[src/rtl/fft_pkg.sv]
// rtl/fft_pkg.sv - shared FFT constants and fixed-point helpers
package fft_pkg;

    localparam int WIDTH  = 16;
    localparam int Q_FRAC = WIDTH - 1;

    // Half an LSB of the Q1.(WIDTH-1) product, added before the fraction shift
    localparam logic signed [63:0] ROUND_CONST = 64'sd1 <<< (Q_FRAC - 1);

    // Clamp v to the signed range of a w-bit word
    function automatic logic signed [63:0] sat_to_width(input logic signed [63:0] v, input int w);
        logic signed [63:0] max_v;
        logic signed [63:0] min_v;
        max_v = (64'sd1 <<< (w - 1)) - 64'sd1;
        min_v = -(64'sd1 <<< (w - 1));
        if (v > max_v) begin
            return max_v;
        end else if (v < min_v) begin
            return min_v;
        end
        return v;
    endfunction

    // Round half-up then arithmetic shift right by sh (sh >= 1)
    function automatic logic signed [63:0] round_shift(input logic signed [63:0] v, input int sh);
        return (v + (64'sd1 <<< (sh - 1))) >>> sh;
    endfunction

endpackage

[src/rtl/cmul_q15_pipe.sv]
// rtl/cmul_q15_pipe.sv - two-stage complex multiply by a Q1.(WIDTH-1) twiddle
module cmul_q15_pipe
    import fft_pkg::*;
(
    input  logic             clk,
    input  logic             rst,
    input  logic             en,
    input  logic [WIDTH-1:0] x_real,
    input  logic [WIDTH-1:0] x_imag,
    input  logic [WIDTH-1:0] tw_real,
    input  logic [WIDTH-1:0] tw_imag,
    output logic [WIDTH-1:0] t_real,
    output logic [WIDTH-1:0] t_imag,
    output logic             ovf
);

    localparam int PW = 2 * WIDTH;

    logic signed [PW-1:0] p_rr;
    logic signed [PW-1:0] p_ii;
    logic signed [PW-1:0] p_ri;
    logic signed [PW-1:0] p_ir;

    logic signed [63:0] tr_ext;
    logic signed [63:0] ti_ext;
    logic signed [63:0] tr_rnd;
    logic signed [63:0] ti_rnd;
    logic signed [63:0] tr_sat;
    logic signed [63:0] ti_sat;

    // S1: full-precision partial products
    always_ff @(posedge clk) begin
        if (rst) begin
            p_rr <= '0;
            p_ii <= '0;
            p_ri <= '0;
            p_ir <= '0;
        end else if (en) begin
            p_rr <= PW'($signed(x_real)) * PW'($signed(tw_real));
            p_ii <= PW'($signed(x_imag)) * PW'($signed(tw_imag));
            p_ri <= PW'($signed(x_real)) * PW'($signed(tw_imag));
            p_ir <= PW'($signed(x_imag)) * PW'($signed(tw_real));
        end
    end

    // Combine partials exactly (wide enough for 2*WIDTH+1), round to Q0, saturate
    always_comb begin
        tr_ext = 64'(p_rr) - 64'(p_ii);
        ti_ext = 64'(p_ri) + 64'(p_ir);
        tr_rnd = (tr_ext + ROUND_CONST) >>> Q_FRAC;
        ti_rnd = (ti_ext + ROUND_CONST) >>> Q_FRAC;
        tr_sat = sat_to_width(tr_rnd, WIDTH);
        ti_sat = sat_to_width(ti_rnd, WIDTH);
    end

    // S2: registered rotated operand and its saturation flag
    always_ff @(posedge clk) begin
        if (rst) begin
            t_real <= '0;
            t_imag <= '0;
            ovf    <= 1'b0;
        end else if (en) begin
            t_real <= tr_sat[WIDTH-1:0];
            t_imag <= ti_sat[WIDTH-1:0];
            ovf    <= (tr_sat != tr_rnd) || (ti_sat != ti_rnd);
        end
    end

endmodule

[src/rtl/butterfly_radix2_dit.sv]
// rtl/butterfly_radix2_dit.sv - pipelined radix-2 DIT butterfly with valid/ready
module butterfly_radix2_dit
    import fft_pkg::*;
(
    input  logic             clk,
    input  logic             rst,
    input  logic             in_valid,
    output logic             in_ready,
    input  logic [WIDTH-1:0] x0_real,
    input  logic [WIDTH-1:0] x0_imag,
    input  logic [WIDTH-1:0] x1_real,
    input  logic [WIDTH-1:0] x1_imag,
    input  logic [WIDTH-1:0] tw_real,
    input  logic [WIDTH-1:0] tw_imag,
    input  logic             scale,
    output logic             out_valid,
    input  logic             out_ready,
    output logic [WIDTH-1:0] y0_real,
    output logic [WIDTH-1:0] y0_imag,
    output logic [WIDTH-1:0] y1_real,
    output logic [WIDTH-1:0] y1_imag,
    output logic             ovf_sticky,
    input  logic             ovf_clr
);

    logic             adv;
    logic             v1;
    logic             v2;
    logic [WIDTH-1:0] x0r_1;
    logic [WIDTH-1:0] x0i_1;
    logic [WIDTH-1:0] x0r_2;
    logic [WIDTH-1:0] x0i_2;
    logic             sc_1;
    logic             sc_2;
    logic [WIDTH-1:0] t_real;
    logic [WIDTH-1:0] t_imag;
    logic             mul_ovf;
    logic [WIDTH:0]   s_r;
    logic [WIDTH:0]   s_i;
    logic [WIDTH:0]   d_r;
    logic [WIDTH:0]   d_i;
    logic             ovf_event;

    // Whole pipe moves in lockstep; bubbles are kept, not squeezed out
    assign adv      = !out_valid || out_ready;
    assign in_ready = adv;

    cmul_q15_pipe u_cmul (
        .clk     (clk),
        .rst     (rst),
        .en      (adv),
        .x_real  (x1_real),
        .x_imag  (x1_imag),
        .tw_real (tw_real),
        .tw_imag (tw_imag),
        .t_real  (t_real),
        .t_imag  (t_imag),
        .ovf     (mul_ovf)
    );

    // Stage valids plus x0/scale delayed to line up with the multiplier output
    always_ff @(posedge clk) begin
        if (rst) begin
            v1        <= 1'b0;
            v2        <= 1'b0;
            out_valid <= 1'b0;
            x0r_1     <= '0;
            x0i_1     <= '0;
            x0r_2     <= '0;
            x0i_2     <= '0;
            sc_1      <= 1'b0;
            sc_2      <= 1'b0;
        end else if (adv) begin
            v1        <= in_valid;
            v2        <= v1;
            out_valid <= v2;
            x0r_1     <= x0_real;
            x0i_1     <= x0_imag;
            x0r_2     <= x0r_1;
            x0i_2     <= x0i_1;
            sc_1      <= scale;
            sc_2      <= sc_1;
        end
    end

    // One S3 lane: optional rounded halving, else saturation; returns {ovf, value}
    function automatic logic [WIDTH:0] s3_lane(input logic signed [63:0] v, input logic sc);
        logic signed [63:0] pre;
        logic signed [63:0] sat;
        pre = sc ? round_shift(v, 1) : v;
        sat = sat_to_width(pre, WIDTH);
        return {sat != pre, sat[WIDTH-1:0]};
    endfunction

    // S3 add/subtract; a halved result always fits so its flag stays low
    always_comb begin
        s_r = s3_lane(64'($signed(x0r_2)) + 64'($signed(t_real)), sc_2);
        s_i = s3_lane(64'($signed(x0i_2)) + 64'($signed(t_imag)), sc_2);
        d_r = s3_lane(64'($signed(x0r_2)) - 64'($signed(t_real)), sc_2);
        d_i = s3_lane(64'($signed(x0i_2)) - 64'($signed(t_imag)), sc_2);
        ovf_event = v2 && (mul_ovf || s_r[WIDTH] || s_i[WIDTH] || d_r[WIDTH] || d_i[WIDTH]);
    end

    // Output register, loaded only by a real beat leaving S2
    always_ff @(posedge clk) begin
        if (rst) begin
            y0_real <= '0;
            y0_imag <= '0;
            y1_real <= '0;
            y1_imag <= '0;
        end else if (adv && v2) begin
            y0_real <= s_r[WIDTH-1:0];
            y0_imag <= s_i[WIDTH-1:0];
            y1_real <= d_r[WIDTH-1:0];
            y1_imag <= d_i[WIDTH-1:0];
        end
    end

    // Sticky overflow: a new event beats a simultaneous clear
    always_ff @(posedge clk) begin
        if (rst) begin
            ovf_sticky <= 1'b0;
        end else if (adv && ovf_event) begin
            ovf_sticky <= 1'b1;
        end else if (ovf_clr) begin
            ovf_sticky <= 1'b0;
        end
    end

endmodule

[config.mk]
export PLATFORM = sky130hd
export DESIGN_NAME = butterfly_radix2_dit
export DESIGN_NICKNAME = d
export VERILOG_FILES = /design/src/rtl/fft_pkg.sv /design/src/rtl/cmul_q15_pipe.sv /design/src/rtl/butterfly_radix2_dit.sv
export SDC_FILE = /design/constraint.sdc
export NUM_CORES = 2
export LEC_CHECK = 0
export ABC_AREA = 1
export BUFFER_PORTS_ARGS = -buffer_cell sky130_fd_sc_hd__buf_2
export CORE_ASPECT_RATIO = 1.2
export CORE_MARGIN = 3
export CORE_UTILIZATION = 33
export DETAILED_ROUTE_END_ITERATION = 16
export SYNTH_ARGS = -nofsm -noshare
export SYNTH_HDL_FRONTEND = slang
export SYNTH_SLANG_ARGS = --single-unit
[constraint.sdc]
create_clock -name clk -period 22.6 [get_ports clk]
set_input_delay 6.78 -clock clk [delete_from_list [all_inputs] [get_ports clk]]
set_output_delay 6.78 -clock clk [all_outputs]
set_load 0.01 [all_outputs]
# Yosys cells after proc, flatten, opt, wreduce, memory -nomap -nowiden
# Index checks and enable logic that the tools add are counted.
dict set report op_classes {
  order_cmp 12
  mul 4
  addsub 12
  n_reduce_logical 11
  muxes 36
  n_eq_ne 6
}
# operator count
set op_table {}
lappend op_table {{64-bit two-way mux} 22}
lappend op_table {{64-bit by 16-bit greater-than comparator with 1-bit output (second input constant)} 4}
lappend op_table {{64-bit by 16-bit less-than comparator with 1-bit output (second input constant)} 4}
lappend op_table {{64-bit inequality test} 4}
lappend op_table {{16-bit by 16-bit multiplier with 32-bit output} 4}
lappend op_table {{64-bit by 49-bit inequality test with 1-bit output} 2}
lappend op_table {{49-bit by 16-bit greater-than comparator with 1-bit output (second input constant)} 2}
lappend op_table {{49-bit by 16-bit less-than comparator with 1-bit output (second input constant)} 2}
lappend op_table {{17-bit by 2-bit adder with 18-bit output (second input constant)} 4}
lappend op_table {{33-bit by 16-bit adder with 34-bit output (second input constant)} 2}
lappend op_table {{16-bit by 16-bit adder with 17-bit output} 2}
lappend op_table {{16-bit by 16-bit subtractor with 17-bit output} 2}
lappend op_table {{32-bit by 32-bit adder with 33-bit output} 1}
lappend op_table {{32-bit by 32-bit subtractor with 33-bit output} 1}
lappend op_table {{1-bit two-way mux} 14}
lappend op_table {{1-bit logical OR} 6}
lappend op_table {{1-bit logical AND} 3}
lappend op_table {{2-bit nonzero test} 1}
lappend op_table {{1-bit zero test} 1}
dict set report word_totals {
  in_bits 102
  word_cells 102
  ff_bits 295
  out_inout_bits 67
}

# Logic depth before layout (Yosys ltp)
dict set report logic_depth {
  depth_word 15
  mapped_depth 30
  ltp_nobuf 29
}

# Modules after synthesis
# From an unflattened synthesis, not the netlist that was laid out.
dict set report hier_totals {
  cells_unflattened 8620
  hier_area_um2 62708.9
}
# module cells_per_inst area_each_um2 seq_area_each_um2 instances
set modules_own_cells {}
lappend modules_own_cells {cmul_q15_pipe 6755 51295.4 3223.1 1}
lappend modules_own_cells {butterfly_radix2_dit 1865 11413.4 2682.6 1}

# Worst setup path before layout
# No wires, ideal clock.
dict set report synth_timing {
  kind {input to output}
  from {input port out_ready}
  to {output port in_ready}
  t_arrival_ns 7.851
  path_buffers 3
  t_required_ns 15.820
  stages 5
  path_slack_ns 7.969
  cell_sequence {nor2_1 inv_1 clkbuf_1 clkbuf_1 clkbuf_1}
}
dict set report synth_between {
  elab_chain_len 1
}
# item line_no
set synth_lines {}
lappend synth_lines {{start, declared} butterfly_radix2_dit.sv:17} ;# input logic out_ready,
lappend synth_lines {{1-bit logical OR} butterfly_radix2_dit.sv:45} ;# assign adv = !out_valid || out_ready;
lappend synth_lines {{end, declared} butterfly_radix2_dit.sv:8} ;# output logic in_ready,
# No other way between the ends.

# Worst setup path after layout
# Same ends and word-level chain as after synthesis.

==> key figures <==
Floorplan
  • I/O pin count: 169
  • Row count: 171
  • Die W: between 300 and 400 um
  • Starting Density: 33.3%
  • Die Ht: ~480 um
  • Core ar.: 182,000 um2
  • Die ar.: about 190,000 um2

Route
  • DR vias/cell: 4.80
  • WL/cell: 16.5 um
  • Initial DRC Count: 3,525
  • Detail Route Antenna Nets: 0
  • DRC: 0
  • Routed Wire Length: 172,000 um
  • First-pass detailed-route iteration total: 6
  • Vias after detailed routing: 49,900

Setup path
  • Cell mode on critical path: buf_2
  • CP Launch Type: input port
  • CP Capture Type: output port
  • CP Class: in2out
  • Critical Path AT: 7.84 ns
  • Worst Path Buf+Inv: 4
  • Slowest-stage cell, CP: inv_6
  • Data required, critical path: 15.82 ns
  • Worst path max stage delay: roughly 0.44 ns
  • CP top delay family: buffers and inverters
  • Cell count of the worst reg-to-reg path: 13
  • CP cell instances: buf_2 -> nor2_4 -> buf_4 -> inv_6 -> buf_2
  • CP max FO: 67
  • Critical Path Stages: 5

Synthesis
  • Sequential fraction of the synthesis area: 9.74%
  • Yosys warns: 0
  • Avg Cell Area, Syn: approximately 7.6 um2
  • Dominant synthesized flop cell: dfxtp_1
  • Post-synth EDFFs: 0
  • Async SR Flop Fraction: 0%
  • Post-Syn Area: 60,600 um2
  • Top cells by area, synth: fa_1 (35%), inv_1 (12%), nand2_1 (12%), ha_1 (11%), dfxtp_1 (9.7%)
  • Largest area contributor in the netlist: fa_1
  • Synth unique cells: 62
  • Synth top area share: 34.7%
  • Syn Inst Count: 8,027
  • #FFs+latches synth: 295
  • Syn nets: about 9,700

Placed design
  • Placer congestion estimate: 0.936
  • Port buffer count: around 170
  • DP Wirelength: 139,000 um

Global routing
  • Initial antenna violation count: 21
  • Vias in the first global route: ~51,000
  • GRT Util Overall: 18.3%
  • Grt ovf: 0
  • Global-route wire length before repair: 277,000 um
  • Largest net degree at the start of global routing: 142

CTS
  • CTS Buf Count: 41
  • Latest clock arrival within the worst-skew pair: 0.63 ns
  • CTS tree: done
  • Post-CTS Hold Buffers: 0
  • PostCTS Resize Cnt: 0
  • Worst-path clk slew: 0.06 ns
  • CTS root buf: clkbuf_16
  • H-Tree Level Count: 2
  • CTS Buffer Depth: 3
  • Setup Buffers After CTS: 0
  • CTS Sinks: 295

Run status
  • Status: complete, no violations

Layout
  • Commonest non-fill, non-tap cell in the layout: inv_1
  • Layout Nets: 9,607
  • Syn-to-layout area delta: 6.76%
  • Layout cells sized above 1: 5.56%
  • Most frequent cells in the layout: inv_1 (1,966), nand2_1 (1,864), fa_1 (1,052), ha_1 (520), nor2_1 (387)

Worst hold path
  • Worst hold path class: reg2reg
  • Worst hold path depth: 2

Timing
  • Final worst path period share: 64.7%
  • Endpoints failing setup: 0
  • Tmin final: approximately 15 ns
  • Final Hold Fails: 0
  • Max_slew headroom: a little over a third
  • Slew Viols, Final: 0
  • Final setup TNS: 0 ns
  • RSZ-0062 raised after global routing: false
  • Clock skew: 0.0493 ns
  • Max Fclk: 68.4 MHz
  • Worst-Margin Slew: 0.968 ns

Run
  • Max_cap viols: 0
==> flip-flops by register name, indices dropped and copies added, names as in the netlist, 32 cells and up <==
name         count
u_cmul.p_ri     32
u_cmul.p_ii     32
u_cmul.p_ir     32
u_cmul.p_rr     32
==> cells in the mapped netlist, drive strengths merged, types with 14 or more instances <==
cell,instances
or2,15
a31oi,18
nand2,1905
o21ai,378
nor2,417
o21bai,69
nand3,194
ha,520
o21a,14
fa,1052
xor2,111
clkbuf,279
buf,45
o211ai,58
inv,1991
a21oi,405
xnor2,82
a21o,14
nand4,49
nor3,33
dfxtp,295
==> cell type report <==
cell class                      instances  area [um2]
Tap cell                             2422        3030
Timing Repair Buffer                  189        1010
Clock buffer                           52        1120
Clock inverter                         23         302
Inverter                             1991        7490
Antenna cell                            9        22.5
Sequential cell                       295        5910
Fill cell                           19300      117000
Multi-Input combinational cell       5415       45900
==> layer usage <==
metal	vias up	global-route usage [%]	share of wire, %
li1	23800	-	-
met1	24400	24.5	43
met2	1401	30.4	47
met3	241	2.33	6.0
met4	22	6.47	3.9
met5	-	0	0.090
==> through the flow <==
stage / util (%) / cells / hold slack, ns / area [um2] / worst slack, ns
floorplan: - / 8027 / 0.435 / 60600 / 7.97
finish: 35.6 / 10400 / 0.462 / 64700 / 7.98
global placement: 34.8 / 10300 / 0.450 / 63300 / 7.98
detailed placement: 34.8 / 10300 / 0.454 / 63300 / 7.97
CTS: 35.6 / 10400 / 0.463 / 64700 / 7.97
global route: 35.6 / 10400 / 0.484 / 64700 / 7.88
==> final timing paths <==
check	startpoint	end	slack, ns
worst max-delay path	out_ready	in_ready	7.98
worst min-delay path	y1_real[11]	y1_real[11]	0.46
worst max register to register	u_cmul.p_ir[28]	u_cmul.ovf	18.72
worst min register to register	y1_real[11]	y1_real[11]	0.46
==> logic make-up (layout without fill, tap and decap cells) <==
logic type	after synthesis	after routing	share of synthesized area (%)
AO/OA/AOI/OAI	1012	1012	9.62
XOR/XNOR	193	193	2.84
adder cells (fa/ha/maj)	1572	1572	45.5
buffers and inverters	2317	2255	14.7
flip-flops	295	295	9.74
multiplexers	1	1	0.0186
other	0	9	0
AND/OR/NAND/NOR	2637	2637	17.7
==> tightest hold or removal path: stages (launching register included) <==
cell and delay [ns]:
dfxtp_1 0.30, nand2_1 0.06, a21oi_1 0.06
Power is not shown: default switching activity piles up to over one toggle a cycle in this logic, so the estimate is an artifact.
